## src/rtl/alu_seq_if.sv

```systemverilog
// Handshake bundle between the operand sequencer, alu_seq and the result consumer.
// The master modport is the sequencer/consumer side; slave is the ALU itself.
interface alu_seq_if #(
  parameter int unsigned WIDTH = 20
);
  logic             in_valid;
  logic             in_ready;
  logic [WIDTH-1:0] a;
  logic [WIDTH-1:0] b;
  logic [2:0]       op;
  logic             out_valid;
  logic             out_ready;
  logic [WIDTH-1:0] result;
  logic             carry;
  logic             zero;
  logic             busy;

  modport master (
    output in_valid, a, b, op, out_ready,
    input  in_ready, out_valid, result, carry, zero, busy
  );

  modport slave (
    input  in_valid, a, b, op, out_ready,
    output in_ready, out_valid, result, carry, zero, busy
  );
endinterface

```

## src/rtl/alu_seq.sv

```systemverilog
// Handshaked WIDTH-bit ALU: single-cycle logic/arith/shift ops plus an iterative
// shift-add multiplier, with a registered, back-pressurable result stage.
module alu_seq #(
  parameter int unsigned WIDTH  = 20,
  parameter bit          MUL_EN = 1'b1
) (
  input  logic       clk,
  input  logic       rst,
  alu_seq_if.slave   bus
);

  localparam int unsigned     CW    = $clog2(WIDTH + 1);
  localparam logic [WIDTH:0]  W_LIM = (WIDTH + 1)'(WIDTH);

  typedef enum logic [1:0] {
    IDLE,
    EXEC,
    DONE
  } state_t;

  typedef enum logic [2:0] {
    OP_AND = 3'b000,
    OP_XOR = 3'b001,
    OP_OR  = 3'b010,
    OP_ADD = 3'b011,
    OP_SUB = 3'b100,
    OP_SHL = 3'b101,
    OP_SHR = 3'b110,
    OP_MUL = 3'b111
  } op_t;

  state_t               state_q, state_d;
  logic [WIDTH-1:0]     result_q, result_d;
  logic                 carry_q, carry_d;
  logic                 zero_q, zero_d;
  logic [2*WIDTH-1:0]   prod_q, prod_d;
  logic [WIDTH-1:0]     mcand_q, mcand_d;
  logic [CW-1:0]        cnt_q, cnt_d;

  op_t                  op_c;
  logic                 in_ready;
  logic                 accept;
  logic                 start_mul;
  logic [WIDTH-1:0]     alu_res;
  logic                 alu_carry;
  logic [WIDTH:0]       wide;
  logic [2*WIDTH-1:0]   sh_ext;
  logic                 shift_big;
  logic [WIDTH:0]       step_sum;
  logic [2*WIDTH-1:0]   step_prod;

  assign op_c      = op_t'(bus.op);
  assign in_ready  = !rst && ((state_q == IDLE) || ((state_q == DONE) && bus.out_ready));
  assign accept    = bus.in_valid && in_ready;
  assign start_mul = MUL_EN && (op_c == OP_MUL);

  // Single-cycle datapath. Shifts run through a double-width vector so the
  // last bit shifted out lands at a fixed position next to the result.
  always_comb begin
    alu_res   = '0;
    alu_carry = 1'b0;
    wide      = '0;
    sh_ext    = '0;
    shift_big = ({1'b0, bus.b} >= W_LIM);
    case (op_c)
      OP_AND: alu_res = bus.a & bus.b;
      OP_XOR: alu_res = bus.a ^ bus.b;
      OP_OR:  alu_res = bus.a | bus.b;
      OP_ADD: begin
        wide      = {1'b0, bus.a} + {1'b0, bus.b};
        alu_res   = wide[WIDTH-1:0];
        alu_carry = wide[WIDTH];
      end
      OP_SUB: begin
        wide      = {1'b0, bus.a} - {1'b0, bus.b};
        alu_res   = wide[WIDTH-1:0];
        alu_carry = wide[WIDTH];
      end
      OP_SHL: begin
        if (!shift_big) begin
          sh_ext    = {{WIDTH{1'b0}}, bus.a} << bus.b;
          alu_res   = sh_ext[WIDTH-1:0];
          alu_carry = sh_ext[WIDTH];
        end
      end
      OP_SHR: begin
        if (!shift_big) begin
          sh_ext    = {bus.a, {WIDTH{1'b0}}} >> bus.b;
          alu_res   = sh_ext[2*WIDTH-1:WIDTH];
          alu_carry = sh_ext[WIDTH-1];
        end
      end
      default: begin
        alu_res   = '0;
        alu_carry = 1'b0;
      end
    endcase
  end

  // Right-shifting product register: upper half accumulates, lower half holds
  // the remaining multiplier bits; after WIDTH steps it holds the full product.
  always_comb begin
    step_sum  = {1'b0, prod_q[2*WIDTH-1:WIDTH]} + (prod_q[0] ? {1'b0, mcand_q} : '0);
    step_prod = {step_sum, prod_q[WIDTH-1:1]};
  end

  always_comb begin
    state_d  = state_q;
    result_d = result_q;
    carry_d  = carry_q;
    zero_d   = zero_q;
    prod_d   = prod_q;
    mcand_d  = mcand_q;
    cnt_d    = cnt_q;
    unique case (state_q)
      IDLE, DONE: begin
        if ((state_q == DONE) && bus.out_ready && !bus.in_valid) begin
          state_d = IDLE;
        end
        if (accept) begin
          if (start_mul) begin
            state_d = EXEC;
            mcand_d = bus.a;
            prod_d  = {{WIDTH{1'b0}}, bus.b};
            cnt_d   = '0;
          end else begin
            state_d  = DONE;
            result_d = alu_res;
            carry_d  = alu_carry;
            zero_d   = (alu_res == '0);
          end
        end
      end
      EXEC: begin
        prod_d = step_prod;
        cnt_d  = cnt_q + CW'(1);
        if (cnt_q == CW'(WIDTH - 1)) begin
          state_d  = DONE;
          result_d = step_prod[WIDTH-1:0];
          carry_d  = |step_prod[2*WIDTH-1:WIDTH];
          zero_d   = (step_prod[WIDTH-1:0] == '0);
        end
      end
      default: state_d = IDLE;
    endcase
  end

  always_ff @(posedge clk or posedge rst) begin
    if (rst) begin
      state_q  <= IDLE;
      result_q <= '0;
      carry_q  <= 1'b0;
      zero_q   <= 1'b0;
      prod_q   <= '0;
      mcand_q  <= '0;
      cnt_q    <= '0;
    end else begin
      state_q  <= state_d;
      result_q <= result_d;
      carry_q  <= carry_d;
      zero_q   <= zero_d;
      prod_q   <= prod_d;
      mcand_q  <= mcand_d;
      cnt_q    <= cnt_d;
    end
  end

  assign bus.in_ready  = in_ready;
  assign bus.out_valid = (state_q == DONE);
  assign bus.busy      = (state_q == EXEC);
  assign bus.result    = result_q;
  assign bus.carry     = carry_q;
  assign bus.zero      = zero_q;

endmodule

```

## src/flat_wrapper.sv

```systemverilog
// flat-port wrapper written by rule: the top's interface ports become plain ports
module alu_seq_flat 
#(
  parameter int unsigned WIDTH  = 20,
  parameter bit          MUL_EN = 1'b1
)
  (clk, rst, bus_in_valid, bus_a, bus_b, bus_op, bus_out_ready, bus_in_ready, bus_out_valid, bus_result, bus_carry, bus_zero, bus_busy);
  alu_seq_if #(.WIDTH(WIDTH)) bus_i ();
  input  logic clk;
  input  logic rst;
  input wire logic [$bits(bus_i.in_valid)-1:0] bus_in_valid;
  input wire logic [$bits(bus_i.a)-1:0] bus_a;
  input wire logic [$bits(bus_i.b)-1:0] bus_b;
  input wire logic [$bits(bus_i.op)-1:0] bus_op;
  input wire logic [$bits(bus_i.out_ready)-1:0] bus_out_ready;
  output wire logic [$bits(bus_i.in_ready)-1:0] bus_in_ready;
  output wire logic [$bits(bus_i.out_valid)-1:0] bus_out_valid;
  output wire logic [$bits(bus_i.result)-1:0] bus_result;
  output wire logic [$bits(bus_i.carry)-1:0] bus_carry;
  output wire logic [$bits(bus_i.zero)-1:0] bus_zero;
  output wire logic [$bits(bus_i.busy)-1:0] bus_busy;
  assign bus_i.in_valid = bus_in_valid;
  assign bus_i.a = bus_a;
  assign bus_i.b = bus_b;
  assign bus_i.op = bus_op;
  assign bus_i.out_ready = bus_out_ready;
  assign bus_in_ready = bus_i.in_ready;
  assign bus_out_valid = bus_i.out_valid;
  assign bus_result = bus_i.result;
  assign bus_carry = bus_i.carry;
  assign bus_zero = bus_i.zero;
  assign bus_busy = bus_i.busy;
  alu_seq #(.WIDTH(WIDTH), .MUL_EN(MUL_EN)) u_core (.clk(clk), .rst(rst), .bus(bus_i));
endmodule
```

## config.mk

```make
export PLATFORM = sky130hd
export DESIGN_NAME = alu_seq_flat
export DESIGN_NICKNAME = d
export VERILOG_FILES = /design/src/rtl/alu_seq_if.sv /design/src/rtl/alu_seq.sv /design/src/flat_wrapper.sv
export SDC_FILE = /design/constraint.sdc
export NUM_CORES = 1
export LEC_CHECK = 0
export ABC_AREA = 1
export CORE_UTILIZATION = 58
export DETAILED_ROUTE_END_ITERATION = 16
export PLACE_DENSITY = 0.83
export SYNTH_ARGS = -nofsm -noshare
export SYNTH_HDL_FRONTEND = slang
export SYNTH_SLANG_ARGS = --single-unit
```

## constraint.sdc

```tcl
create_clock -name clk -period 3.3 [get_ports clk]
set_input_delay 0.66 -clock clk [delete_from_list [all_inputs] [get_ports clk]]
set_output_delay 0.66 -clock clk [all_outputs]
set_load 0.05 [all_outputs]
```

### Yosys cells after proc, flatten, opt, wreduce, memory -nomap -nowiden

Cells that the tools add are included.

* bits in registers: 89
* input port bits: 47
* output and inout port bits: 25
* word-level logic and storage cells: 80

* $add $sub $neg: 4
* magnitude comparators: 1
* eq/ne operators: 15
* shift-type cells: 2
* mux-type cells: 30
* bitwise logic cells: 3
* reduce and logical (&&, ||, !) cells: 18

Operators with widths (number)
* $pmux W20 S7: 1
* $mux W20: 6
* $mux W40: 2
* $pmux W40 S2: 1
* $logic_not A20 Y1: 2
* $pmux W20 S2: 1
* $shr A40 B20 Y40: 1
* $add A20 B20 Y21: 1
* $add A20 B21 Y21: 1
* $shl A20 B20 Y21: 1
* $sub A20 B20 Y21: 1
* $and A20 B20 Y20: 1
* $ge A20 B5 Y1 const B: 1
* $or A20 B20 Y20: 1
* $reduce_or A20 Y1: 1
* $xor A20 B20 Y20: 1
* $eq A3 B3 Y1 const B: 4
* $mux W5: 2
* $pmux W5 S2: 1
* $mux W1: 8
* $mux W2: 4
* $eq A3 B2 Y1 const B: 2
* $ne A2 B1 Y1 const B: 3
* $reduce_and A3 Y1: 2
* 19 further kinds: 24

### Depth between registers and ports, before layout

* depth in word-level cells: 7
* depth in mapped cells: 24

### Least setup slack after synthesis

No wires, ideal clock.

* kind: input-to-reg
* start: in bus_b[4]
* end: reg u_core.zero_q (netlist: u_core.bus.zero)
* library setup time: 0.073 ns
* arrival time: 3.006 ns
* slack: 0.221 ns
* stages on the path: 19
* buffers on the path: 3
* path through: buf_2 inv_1 clkbuf_1 ha_1 buf_2 nor2_1 nand2_1 o21ai_2 a21oi_1 or2_0 nand3_1 nand2_1 nor2_1 nand4_1 nor2_1 nand3_1 nor2_1 nand2_1 a21oi_2

* cells in the longest elaborated chain, start to end: 7
* elaborated cells between the ends (all ways): 15

Ends and longest elaborated chain
* from (decl): line flat_wrapper.sv:13 `input wire logic [$bits(bus_i.b)-1:0] bus_b;`
* $ge A20 B5 Y1 (tied with other cells): line alu_seq.sv:64 `shift_big = ({1'b0, bus.b} >= W_LIM);`
* $mux W20, on equally long branches: line alu_seq.sv:87, alu_seq.sv:80
* $pmux W20 S7 *: line alu_seq.sv:65 `case (op_c)`
* $logic_not A20 Y1 *: line alu_seq.sv:130 `zero_d = (alu_res == '0);`
* $mux W1 *: line alu_seq.sv:121 `if (start_mul) begin`
* $mux W1 *: line alu_seq.sv:120 `if (accept) begin`
* $pmux W1 S2 *: line alu_seq.sv:115 `unique case (state_q)`
* to (signal assigned): line alu_seq.sv:161 `zero_q <= zero_d;`
* to (decl): line alu_seq.sv:35 `logic zero_q, zero_d;`

Every way passes the cells marked *; elsewhere a longest branch is shown, timed or not. The select of a mux whose other input is x is not followed.
A chain may end at the register's enable or synchronous reset.

### Final worst setup path

* start: in bus_op[1]
* end: reg u_core.prod_q[18]

* cells in the longest elaborated chain, start to end: 3

Ends and longest elaborated chain
* from (decl): line flat_wrapper.sv:14 `input wire logic [$bits(bus_i.op)-1:0] bus_op;`
* $eq A3 B3 Y1: line alu_seq.sv:55 `assign start_mul = MUL_EN && (op_c == OP_MUL);`
* $ne A2 B1 Y1 (no source line)
* $reduce_and A3 Y1 (no source line)
* to (signal assigned): line alu_seq.sv:162 `prod_q <= prod_d;`
* to (decl): line alu_seq.sv:36 `logic [2*WIDTH-1:0] prod_q, prod_d;`

Every way passes these cells.

==> out/summary.log <==
INFO  outcome        run_status=finished with violations
INFO  outcome        failed_checks=setup timing
INFO  yosys          synth-async-reset-ratio=100%
INFO  critical_path  criticalPathCategory=in -> reg
INFO  critical_path  critPathSlowestCell=sky130_fd_sc_hd__clkdlybuf4s50_1
INFO  sta            fin_worst_skew=0.00790ns
INFO  critical_path  setup.reg_to_reg.worst_slack=-0.08ns
INFO  routing        avgRoutedWirePerCell=21.5um
INFO  routing        dr_total_vias=15100
INFO  critical_path  critical-path-max-stage-delay=0.65ns
INFO  global_routing grt_pass1_vias=13300
INFO  yosys          synth.net_count=1974
INFO  power          power-per-cell-area=420nW/um^2
INFO  cts            cts.clk_slew.worst_paths=0.06ns
INFO  cells_and_area drive_gt1_share=22.1%
INFO  critical_path  regToRegEndpoint=u_core.bus.carry$_DFFE_PP0P_
INFO  floorplanning  core.rowCount=50
INFO  global_routing grt_start_max_net_pins=60
INFO  sta            fmax=293MHz
INFO  placed_design  pre_cts_ws=-0.613ns
INFO  routing        finalWirelength=51200um
INFO  sta            hold-worst-slack=0.484ns
INFO  yosys          postSynthRegisterBits=89
INFO  critical_path  worst_setup_path_start_kind=input port
INFO  cts            clock_tree.buffer_depth=2
INFO  cts            clock_latency=0.34ns
INFO  min_path       worst_hold_startpoint=u_core.mcand_q[12]$_DFFE_PP0P_
INFO  cts            clock_sink_count=89
INFO  sta            worst_slew_margin_rel=48.2%
INFO  placed_design  buffer_ports.inserted=71
INFO  sta            grt_setup_unrepaired=yes
INFO  yosys          dominantRegCellSynth=sky130_fd_sc_hd__dfrtp_1
INFO  routing        vias_per_cell=6.36
INFO  yosys          synth_sequential_area_ratio=20.1%
INFO  floorplanning  core-area=18700um^2
INFO  critical_path  arrival=3.59ns
INFO  sta            fin_tns_setup=-0.381ns
INFO  sta            number_of_hold_violations_in_the_final_report=0
INFO  global_routing grt_antenna_before_repair=2
INFO  cells_and_area area_delta_synth_final=35.7%
INFO  yosys          synth-edff-count=0
INFO  cells_and_area layout_common_cells=600 x sky130_fd_sc_hd__nand2_1, 287 x sky130_fd_sc_hd__buf_4, 163 x sky130_fd_sc_hd__inv_1, 162 x sky130_fd_sc_hd__nand3_1, 100 x sky130_fd_sc_hd__nor2_1
INFO  yosys          post_synth_inst_count=1843
INFO  sta            final_critical_path_setup_slack=-0.116ns
INFO  routing        first_iter_violations=2645
INFO  routing        dr.pass1.iters=12
INFO  critical_path  required=3.48ns
INFO  critical_path  critical_path.endpoint_type=flip-flop
INFO  cts            cts_tree=built
INFO  cts            ctsHoldBuffers=0
INFO  sta            setup-violations-final=4
INFO  critical_path  timing.rr.start=u_core.prod_q[0]$_DFFE_PP0P_
INFO  min_path       min_to=u_core.mcand_q[12]$_DFFE_PP0P_
INFO  sta            timing.final.max_slew_violations=0
INFO  floorplanning  die_ar=19700um^2
INFO  global_routing global_route.usage.total=48.7%
INFO  yosys          synth_top_area_share=20.8%
INFO  placed_design  dp_hpwl=37300um
INFO  global_routing grt_overflow=0
INFO  cells_and_area instances_no_fill=2377
INFO  cts            numCtsBuffers=9
INFO  routing        post-route-drc-count=0
INFO  critical_path  reg2reg_depth=22
INFO  yosys          synthesis.yosys.warnings=0
INFO  sta            post-route-min-period=3.42ns
INFO  yosys          synth_area_leader_cell=sky130_fd_sc_hd__nand2_1
INFO  floorplanning  floorplan.die.height=140um
INFO  yosys          postSynthAreaPerCell=6.02um^2
INFO  routing        antenna_left=0
INFO  critical_path  cp_cell_sequence=clkdlybuf4s50_1 -> buf_4 -> nand2_1 -> nor2_1 -> inv_1 -> nor2_1 -> inv_1 -> buf_4 -> o311ai_0
INFO  sta            layout_worst_path_cycle_share=104%
INFO  global_routing grt_pass1_wl=73500um
INFO  min_path       hold-path-cell-count=2
INFO  floorplanning  ios=72
INFO  cts            root_buffer=sky130_fd_sc_hd__clkbuf_16
INFO  cells_and_area most_common_cell_after_layout_fill_and_taps_aside=sky130_fd_sc_hd__nand2_1
INFO  placed_design  gp_routability_congestion=1.10
INFO  critical_path  cp_max_fo=59
INFO  floorplanning  die-width=140um
INFO  job            max_capacitance_violation_count=0
INFO  yosys          synth.cell_area=11100um^2
INFO  cells_and_area final_net_count=2268
INFO  floorplanning  initial_cell_density_of_the_core=59.3%
INFO  cts            cts_htree_levels=3
INFO  sta            worst_slew_pin_slew=0.776ns
INFO  yosys          number_of_library_cell_types_mapped_by_synthesis=57
INFO  placed_design  place_inst=2341
INFO  min_path       hold_path.class=reg -> reg
INFO  power          irDropWorstVdd=0.000307V
INFO  yosys          synthTopCellsByArea=sky130_fd_sc_hd__nand2_1 21%, sky130_fd_sc_hd__dfrtp_1 20%, sky130_fd_sc_hd__ha_1 9.1%
INFO  power          leakage=0.00782uW
==> state kept, by name (all words and copies together), names as in the netlist <==
| name | count |
|---|---|
| u_core.prod_q | 40 |
| u_core.bus.result | 20 |
| u_core.mcand_q | 20 |
| u_core.cnt_q | 5 |
| u_core.state_q | 2 |
| u_core.bus.carry | 1 |
| u_core.bus.zero | 1 |
==> metrics by stage <==
step | area (um^2) | power (uW) | utilization [%]
detailed placement | 13900 | 4820 | 74.3
global placement | 13900 | 4710 | 74.3
finish | 15100 | 6320 | 80.5
global route | 15100 | 6540 | 80.5
CTS | 14300 | 5970 | 76.2
floorplan | 11100 | 3530 | -
==> kinds of logic after synthesis <==
family / share of synthesized area (%)
AOI/OAI and AO/OA: 18.3
muxes: 0.180
DFF: 20.1
buffers and inverters: 10.6
adders and majority gates: 9.68
xor gates and xnor gates: 1.66
and+or+nand+nor: 39.6
==> how the worst max path moves through the flow <==
stage	slack, ns	to	cells past startpoint	start
CTS	-0.006	u_core.bus.result[9]$_DFFE_PP0P_	17	bus_a[2]
global placement	-0.57	u_core.bus.result[9]$_DFFE_PP0P_	16	bus_a[1]
global route	-0.22	u_core.bus.carry$_DFFE_PP0P_	23	u_core.prod_q[0]$_DFFE_PP0P_
floorplan	0.22	u_core.bus.zero$_DFFE_PP0P_	19	bus_b[4]
detailed placement	-0.61	u_core.bus.result[9]$_DFFE_PP0P_	17	bus_a[2]
finish	-0.12	u_core.prod_q[18]$_DFFE_PP0P_	9	bus_op[1]
==> layout make-up <==
class	count	area, um^2
well taps	234	293
multi-input cells	1474	8270
fillers	1321	3640
diodes	1	2.50
clock buffers	12	236
flip-flops and latches	89	2230
clock inverters	4	76.3
repair buffers	379	3260
inverters	184	694
==> cell usage after synthesis (8+ instances only) <==
cell type / instances
sky130_fd_sc_hd__dfrtp_1: 89
sky130_fd_sc_hd__a21oi_1: 104
sky130_fd_sc_hd__ha_1: 81
sky130_fd_sc_hd__inv_2: 9
sky130_fd_sc_hd__a21boi_0: 14
sky130_fd_sc_hd__xor2_1: 14
sky130_fd_sc_hd__nand4_1: 63
sky130_fd_sc_hd__o21ai_1: 28
sky130_fd_sc_hd__nor2_1: 122
sky130_fd_sc_hd__o21ai_0: 97
sky130_fd_sc_hd__o22ai_1: 17
sky130_fd_sc_hd__nor3_1: 17
sky130_fd_sc_hd__o211ai_1: 8
sky130_fd_sc_hd__o21ai_2: 9
sky130_fd_sc_hd__nand3_1: 172
sky130_fd_sc_hd__a31oi_1: 8
sky130_fd_sc_hd__clkbuf_1: 40
sky130_fd_sc_hd__o311ai_0: 19
sky130_fd_sc_hd__a22o_1: 8
sky130_fd_sc_hd__buf_4: 9
sky130_fd_sc_hd__nand2_1: 616
sky130_fd_sc_hd__buf_2: 39
sky130_fd_sc_hd__inv_1: 168
==> what timing repair did <==
item / in CTS / in global routing
cloned: 0 / 5
pin swaps: 2 / 31
resized for setup: 12 / 152
buffers inserted: 1 / 13
setup endpoints to repair: 7 / 21
==> worst max-delay path: cells and delay by family <==
| family | cells | cell delay, ns |
|---|---|---|
| AND/OR/NAND/NOR | 3 | 0.81 |
| AO/OA/AOI/OAI | 1 | 0.52 |
| buffers and inverters | 5 | 1.56 |
==> power by group <==
| part | internal [uW] | total (uW) | switching, uW |
|---|---|---|---|
| Clock | 668 | 1100 | 433 |
| Combinational | 1260 | 3440 | 2180 |
| Sequential | 1450 | 1780 | 331 |
==> routing by layer <==
metal	up-vias	GRT usage (%)	share of wire [%]
met3	322	11.1	14
met5	-	0	0
li1	6742	-	-
met2	1303	74.8	42
met1	6750	63.6	36
met4	0	26.1	7.4
(Power assumes the default switching activity.)
